### src/rtl/tz_periph_arbiter.sv
// Secure/non-secure write-path arbiter for the TrustZone peripheral.
// Optional secure lock enabled by defining TZ_ARB_LOCK_EN.
module tz_periph_arbiter #(
    parameter int unsigned DW       = 32,
    parameter int unsigned MAX_WAIT = 8
) (
    input  logic          clk,
    input  logic          rst_n,
    input  logic          s_req,
    input  logic [DW-1:0] s_wdata,
    input  logic          s_lock,
    output logic          s_gnt,
    input  logic          ns_req,
    input  logic [DW-1:0] ns_wdata,
    output logic          ns_gnt,
    output logic          ns_err,
    output logic          p_wvalid,
    output logic [DW-1:0] p_wdata,
    output logic          p_wsec,
    input  logic          p_wready,
    output logic          lock_active
);

`ifdef TZ_ARB_LOCK_EN
    localparam bit LockEn = 1'b1;
`else
    localparam bit LockEn = 1'b0;
`endif

    localparam int unsigned CntW = $clog2(MAX_WAIT + 1);

    typedef enum logic [1:0] {StIdle, StXfer, StDone} state_e;

    state_e          state;
    logic [CntW-1:0] wait_cnt;
    logic            owner_lock;
    logic            lock_q;
    logic            err_q;
    logic            locked;
    logic            starve;

    assign locked      = LockEn && lock_q;
    assign starve      = (wait_cnt == CntW'(MAX_WAIT));
    assign lock_active = lock_q;
    assign ns_err      = err_q;

    always_ff @(posedge clk or negedge rst_n) begin
        if (!rst_n) begin
            state      <= StIdle;
            wait_cnt   <= '0;
            owner_lock <= 1'b0;
            lock_q     <= 1'b0;
            err_q      <= 1'b0;
            s_gnt      <= 1'b0;
            ns_gnt     <= 1'b0;
            p_wvalid   <= 1'b0;
            p_wdata    <= '0;
            p_wsec     <= 1'b0;
        end else begin
            case (state)
                StIdle: begin
                    s_gnt  <= 1'b0;
                    ns_gnt <= 1'b0;
                    err_q  <= 1'b0;
                    // Secure wins unless the non-secure side has starved; the lock overrides starvation.
                    if (s_req && (locked || !ns_req || !starve)) begin
                        p_wdata    <= s_wdata;
                        p_wsec     <= 1'b1;
                        p_wvalid   <= 1'b1;
                        owner_lock <= s_lock & LockEn;
                        state      <= StXfer;
                        if (!ns_req) begin
                            wait_cnt <= '0;
                        end else if (!locked && !starve) begin
                            wait_cnt <= wait_cnt + CntW'(1);
                        end
                    end else if (ns_req) begin
                        wait_cnt <= '0;
                        if (locked) begin
                            ns_gnt <= 1'b1;
                            err_q  <= 1'b1;
                            state  <= StDone;
                        end else begin
                            p_wdata    <= ns_wdata;
                            p_wsec     <= 1'b0;
                            p_wvalid   <= 1'b1;
                            owner_lock <= 1'b0;
                            state      <= StXfer;
                        end
                    end else begin
                        wait_cnt <= '0;
                    end
                end
                StXfer: begin
                    if (p_wready) begin
                        p_wvalid <= 1'b0;
                        state    <= StDone;
                        if (p_wsec) begin
                            s_gnt  <= 1'b1;
                            lock_q <= owner_lock;
                        end else begin
                            ns_gnt <= 1'b1;
                        end
                    end
                end
                StDone: begin
                    s_gnt  <= 1'b0;
                    ns_gnt <= 1'b0;
                    err_q  <= 1'b0;
                    state  <= StIdle;
                end
                default: begin
                    state <= StIdle;
                end
            endcase
        end
    end

endmodule
### config.mk
export PLATFORM = sky130hd
export DESIGN_NAME = tz_periph_arbiter
export DESIGN_NICKNAME = d
export VERILOG_FILES = /design/src/rtl/tz_periph_arbiter.sv
export SDC_FILE = /design/constraint.sdc
export NUM_CORES = 1
export LEC_CHECK = 0
export BUFFER_PORTS_ARGS = -buffer_cell sky130_fd_sc_hd__clkbuf_2
export CAP_MARGIN = 10
export CORE_MARGIN = 10
export CORE_UTILIZATION = 47
export CTS_CLUSTER_SIZE = 14
export DETAILED_ROUTE_END_ITERATION = 16
export MAX_ROUTING_LAYER = met4
export PLACE_DENSITY = 0.92
export SETUP_SLACK_MARGIN = 0.02
export SLEW_MARGIN = 20
export SYNTH_ARGS = -nofsm -noshare
export SYNTH_HDL_FRONTEND = slang
export SYNTH_SLANG_ARGS = --single-unit
### constraint.sdc
create_clock -name clk -period 1.8 [get_ports clk]
set_input_delay 0.09 -clock clk [delete_from_list [all_inputs] [get_ports clk]]
set_output_delay 0.09 -clock clk [all_outputs]
set_load 0.01 [all_outputs]
Word level (Yosys, flattened, before mapping)
Index checks and enable logic that the tools add are counted.
{"block": "totals", "reg_bits": 44, "latchBits": 0, "mem_bits_rw": 0, "romBits": 0, "input_bits": 70, "output_inout_bits": 38, "wordCells": 56, "memories": 0}
{"block": "classes", "add_sub_neg": 1, "mul": 0, "div": 0, "order_cmp": 0, "n_eq_ne": 8, "shift": 0, "mux": 22, "bitwise": 0, "n_reduce_logical": 16}
{"op": "$mux 32", "n": 2}
{"op": "$mux 4", "n": 3}
{"op": "$reduce_and 3->1", "n": 4}
{"op": "$mux 1", "n": 10}
{"op": "$mux 2", "n": 3}
{"op": "$ne 2x2->1 const B", "n": 3}
{"op": "$ne 3x3->1 const B", "n": 2}
{"op": "$pmux 1 s2", "n": 3}
{"op": "$reduce_and 2->1", "n": 3}
{"op": "$reduce_bool 2->1", "n": 3}
{"op": "$add 4x1->4 const B", "n": 1}
{"op": "$eq 4x4->1 const B", "n": 1}
{"op": "$pmux 2 s2", "n": 1}
{"op": "$eq 2x1->1 const B", "n": 1}
{"op": "$eq 2x2->1 const B", "n": 1}
{"op": "$logic_not 1->1", "n": 2}
{"op": "$logic_not 2->1", "n": 1}
{"op": "$reduce_or 2->1", "n": 1}
{"op": "$logic_and 1x1->1", "n": 1}
{"op": "$logic_or 1x1->1", "n": 1}

Longest topological paths before layout
{"block": "logic_depth", "ltp_word": 6, "mapped_depth": 7, "mapped_depth_nobuf": 5}

Worst setup path before layout
No wires, ideal clock.
{"block": "synth_path", "kind": "register to register", "from": "register wait_cnt[0]", "to": "register p_wdata[0]", "setup_time_ns": 0.133, "arrival_time_ns": 1.401, "required_ns": 1.667, "setup_slack_ns": 0.266, "stages_incl_launch_ff": 8, "n_path_buf": 2, "period_less_slack_ns": 1.534, "cell_sequence": "dfrtp_1 inv_1 ha_1 nand4b_1 and2_1 buf_2 buf_2 o221ai_2"}
{"block": "synth_via", "elab_chain_len": 6, "word_cells_on_any_way": 7}
{"element": "start, declared", "line_no": "35", "text": "logic [CntW-1:0] wait_cnt;"}
{"element": "start signal, assigned", "line_no": "75", "text": "wait_cnt <= wait_cnt + CntW'(1);"}
{"element": "$eq 4x4->1 (*)", "line_no": "43", "text": "assign starve = (wait_cnt == CntW'(MAX_WAIT));"}
{"element": "$logic_not 1->1 (*)"}
{"element": "$logic_or 1x1->1 (*)", "line_no": "66", "text": "if (s_req && (locked || !ns_req || !starve)) begin"}
{"element": "$logic_and 1x1->1 (*)", "line_no": "66"}
{"element": "$reduce_bool 2->1 (no line)"}
{"element": "$reduce_and 2->1 (no line)"}
{"element": "end signal, assigned", "line_no": "67", "text": "p_wdata <= s_wdata;"}
{"element": "end signal, assigned", "line_no": "84", "text": "p_wdata <= ns_wdata;"}
{"element": "end, declared", "line_no": "18", "text": "output logic [DW-1:0] p_wdata,"}
Every way passes the cells marked *; elsewhere a longest branch is shown, timed or not.
A chain may end at the register's enable or synchronous reset.

Worst setup path in the final report
{"block": "layout_path", "from": "register wait_cnt[0]", "to": "register p_wdata[16]"}
The elaborated chain is that of the path after synthesis.

==> metrics.json <==
{
  "status": {
    "status": "complete, no violations"
  },
  "route": {
    "detailedRoute.firstPassIterationCount": 4,
    "drt.antenna.violating_nets": 0,
    "routed-via-count": 2200,
    "vias_per_cell": 5.486,
    "drt_first_iter_violations": 138,
    "post_drt_wl_per_cell_um": 17.40,
    "routed_wirelength_mm": 6.976,
    "drc": 0
  },
  "floorplan": {
    "floorplan.io_pins": 108,
    "initial_utilization_pct": 49.50,
    "floorplan.core_area_mm2": 0.004848,
    "placementRows": 25,
    "dieHeight_um": 91.46,
    "design.die.area_mm2": 0.008364,
    "dieWidth_um": 91.46
  },
  "finish": {
    "layout.core_utilization_pct": 62.50,
    "nNetsFinal": 406,
    "final_cell_count_no_fill": 401,
    "area_growth_syn_to_layout_pct": 26.28,
    "n_antenna_cell": 0,
    "final_layout_size_suffix_gt1_share_pct": 45.81
  },
  "synthesis": {
    "synthesis.instances": 237,
    "synth_largest_area_cell": "sky130_fd_sc_hd__dfrtp_1",
    "multiplexer_share_of_the_synthesized_area_pct": 0,
    "yosys.area_share.adder_pct": 1.043,
    "synth_compound_area_share_pct": 22.16,
    "syn_area_mm2": 0.002400,
    "yosysWarningCount": 0,
    "post_synth_num_cell_types": 29,
    "avgSynthCellArea_um2": 10.13,
    "synthDominantCellAreaShare_pct": 43.80,
    "largest_family_of_logic_cells_by_synthesized_area": "compound AO/OA/AOI/OAI gates",
    "synth_seq_area_share_pct": 43.80,
    "synthTopCellsByArea": "sky130_fd_sc_hd__dfrtp_1 (44%), sky130_fd_sc_hd__o221ai_2 (19%), sky130_fd_sc_hd__nand4_1 (8.6%)",
    "yosys_register_bits": 42,
    "synth-xor-area-share_pct": 0,
    "yosys.area_share.simple_pct": 20.59
  },
  "critical_path": {
    "worst_setup_path_startpoint": "wait_cnt[0]",
    "worst_setup_path_start_kind": "register",
    "critical-path-max-stage-delay_ns": 0.41,
    "rrSetupSlack_ns": 0.19,
    "worstPathBufferInverterCount": 2,
    "crit_path_end_kind": "register",
    "timing_worst_setup_path_type": "reg2reg",
    "worst_r2r_startpoint": "wait_cnt[0]",
    "critPathSlowestCell": "sky130_fd_sc_hd__dfrtp_1",
    "setup.worst_path.end": "p_wdata[16]",
    "required_ns": 1.95,
    "crit_path_max_fanout": 15,
    "r2r_cells": 6,
    "cpLargestDelayFamily": "flip-flops",
    "timing.critical_path.cells": "inv_1 > ha_1 > nand4b_1 > and2_2 > buf_4 > o221ai_2",
    "worst-path-stages": 6,
    "r2r-end": "p_wdata[16]",
    "crit_path_dat_ns": 1.76
  },
  "clock_network": {
    "post-cts-setup-buffers": 0,
    "cts_tree": "built",
    "clk-insertion-delay-late_ns": 0.28,
    "cts.reportedPaths.clkPinSlew_ns": 0.07,
    "cts_hold_buffers": 2,
    "numClockSinks": 42,
    "clk_root_buffer_cell": "sky130_fd_sc_hd__clkbuf_8",
    "ctsLongestPathBuffers": 2,
    "htree_levels": 2,
    "tritoncts.num_buffers": 5,
    "post_cts.resized_instances": 0
  },
  "global_route": {
    "gr-max-usage-layer": "met2",
    "grt_util_met3_pct": 5.267,
    "met2_track_demand_over_resource_in_global_routing_pct": 28.91,
    "maximum_number_of_pins_on_one_net_before_global_route_repair": 43,
    "groute.usage.overall_pct": 16.87,
    "number_of_antenna_violations_at_the_first_check_in_global_routing": 0,
    "grt_first_pass_wirelength_mm": 11.65,
    "grt_pass1_vias": 2381,
    "use_met1_pct": 19.30,
    "grt-ovfl-total": 0
  },
  "power_and_ir_drop": {
    "power_density_mw_per_mm2": 1516,
    "vdd_ir_drop_max_mv": 0.7090,
    "power_leakage_nw": 1.446
  },
  "placed_design": {
    "place.gp.congestion": 0.7829,
    "dpl.hpwl_mm": 5.154,
    "numPlacedInstances": 392,
    "io_buffers": 104
  },
  "hold_path": {
    "whs_path_depth": 3,
    "worst_hold_path_type": "in2reg"
  },
  "sta": {
    "rsz0062_at_grt": "no",
    "clock_skew_ns": 0.003865,
    "finalHoldViolations": 0,
    "max_clock_freq_mhz": 622.2,
    "setup_violations": 0,
    "timing.final.max_slew_violations": 0,
    "total_negative_slack_for_setup_checks_ns": 0,
    "least_margin_pin_slew_ns": 0.5472,
    "max-slew-margin-rel_pct": 63.52,
    "finalWorstPathRequiredPeriod_ns": 1.607,
    "final_cycle_share_pct": 89.29
  },
  "flow_run": {
    "max_cap_viol_count": 0
  }
}
## metrics by stage
step / worst slack [ns] / cell area, um2 / total power, mW / hold WS, ns
detailed placement: 0.2224 / 2934 / 4.089 / 0.2034
finish: 0.1927 / 3030 / 4.596 / 0.07134
CTS: 0.2160 / 3030 / 4.668 / 0.06000
global placement: 0.2889 / 2934 / 3.976 / 0.1907
global route: 0.1070 / 3030 / 4.983 / 0.06014
floorplan: 0.2664 / 2404 / 3.341 / -0.2056
## per-layer routing
layer	part of all wire (%)	wire length [um]
met5	0	0
met4	0.39	27
met2	51	3569
met3	7.1	498
met1	41	2881
## final cells by class
type	count	area, um2
tap	67	83.83
fill	405	1818
timing repair buffer	117	623.1
inverter	35	131.4
clock buffer	7	76.32
multi-input combinational	133	1065
sequential	42	1051
## worst register-to-register path, stage by stage, from the launching register on
cell and delay (ns):
sky130_fd_sc_hd__dfrtp_1 0.41, sky130_fd_sc_hd__inv_1 0.07, sky130_fd_sc_hd__ha_1 0.22, sky130_fd_sc_hd__nand4b_1 0.11
sky130_fd_sc_hd__and2_2 0.22, sky130_fd_sc_hd__buf_4 0.30, sky130_fd_sc_hd__o221ai_2 0.13
## placed cells by master, fill, tap and decap left out, types with 2 or more instances in the layout
cell type                         n
sky130_fd_sc_hd__buf_4           11
sky130_fd_sc_hd__clkbuf_1         2
sky130_fd_sc_hd__clkbuf_2       104
sky130_fd_sc_hd__clkbuf_8         5
sky130_fd_sc_hd__conb_1           2
sky130_fd_sc_hd__dfrtp_1         42
sky130_fd_sc_hd__dlygate4sd3_1    2
sky130_fd_sc_hd__ha_1             2
sky130_fd_sc_hd__inv_1           35
sky130_fd_sc_hd__nand2_1          6
sky130_fd_sc_hd__nand2b_1         2
sky130_fd_sc_hd__nand3_1         34
sky130_fd_sc_hd__nand4_1         33
sky130_fd_sc_hd__nor2b_1          3
sky130_fd_sc_hd__o21ai_1          4
sky130_fd_sc_hd__o221ai_1         2
sky130_fd_sc_hd__o221ai_2        30
sky130_fd_sc_hd__or2_1            2
## power breakdown
| part | leakage, nW | internal [mW] | total (mW) | switching [mW] |
|---|---|---|---|---|
| registers | 0.517 | 1.38 | 1.64 | 0.260 |
| logic | 0.891 | 1.03 | 2.39 | 1.35 |
| clock network | 0.0383 | 0.267 | 0.565 | 0.298 |
## state kept, by name (all words and copies together) (netlist names)
signal    count
wait_cnt      4
p_wdata      32
s_gnt         1
ns_gnt        1
p_wsec        1
p_wvalid      1
state         2
## logic make-up after synthesis
logic type,count (synthesis)
adder cells (fa/ha/maj),2
buffers and inverters,63
AO/OA/AOI/OAI,42
flip-flops,42
AND/OR/NAND/NOR,87
other,1
## worst min path at each step
stage / slack (ns) / to / start
finish: 0.07 / p_wdata[27] / s_wdata[27]
global route: 0.06 / p_wdata[14] / s_wdata[14]
CTS: 0.06 / p_wdata[12] / s_wdata[12]
detailed placement: 0.20 / p_wdata[31] / rst_n
global placement: 0.19 / p_wdata[2] / rst_n
floorplan: -0.21 / ns_gnt / rst_n
## cells in the mapped netlist
cell                        count
sky130_fd_sc_hd__nand3_1       34
sky130_fd_sc_hd__o211ai_1       1
sky130_fd_sc_hd__buf_2          4
sky130_fd_sc_hd__and2_1         2
sky130_fd_sc_hd__o22ai_1        1
sky130_fd_sc_hd__clkbuf_1      16
sky130_fd_sc_hd__dfrtp_1       42
sky130_fd_sc_hd__nor2b_1        3
sky130_fd_sc_hd__or2_1          2
sky130_fd_sc_hd__nor2_2         1
sky130_fd_sc_hd__nand4_1       33
sky130_fd_sc_hd__or4_1          1
sky130_fd_sc_hd__and2_4         1
sky130_fd_sc_hd__buf_6          6
sky130_fd_sc_hd__buf_4          2
sky130_fd_sc_hd__o2bb2ai_1      1
sky130_fd_sc_hd__nand2_1        6
sky130_fd_sc_hd__o21a_1         1
sky130_fd_sc_hd__nand3b_1       1
sky130_fd_sc_hd__o221ai_2      30
sky130_fd_sc_hd__o221ai_1       2
sky130_fd_sc_hd__conb_1         1
sky130_fd_sc_hd__ha_1           2
sky130_fd_sc_hd__a21oi_1        1
sky130_fd_sc_hd__nand4b_1       1
sky130_fd_sc_hd__nand2b_1       2
sky130_fd_sc_hd__a22o_1         1
sky130_fd_sc_hd__o21ai_1        4
sky130_fd_sc_hd__inv_1         35
Note: power is estimated with default switching activity, not from simulation.
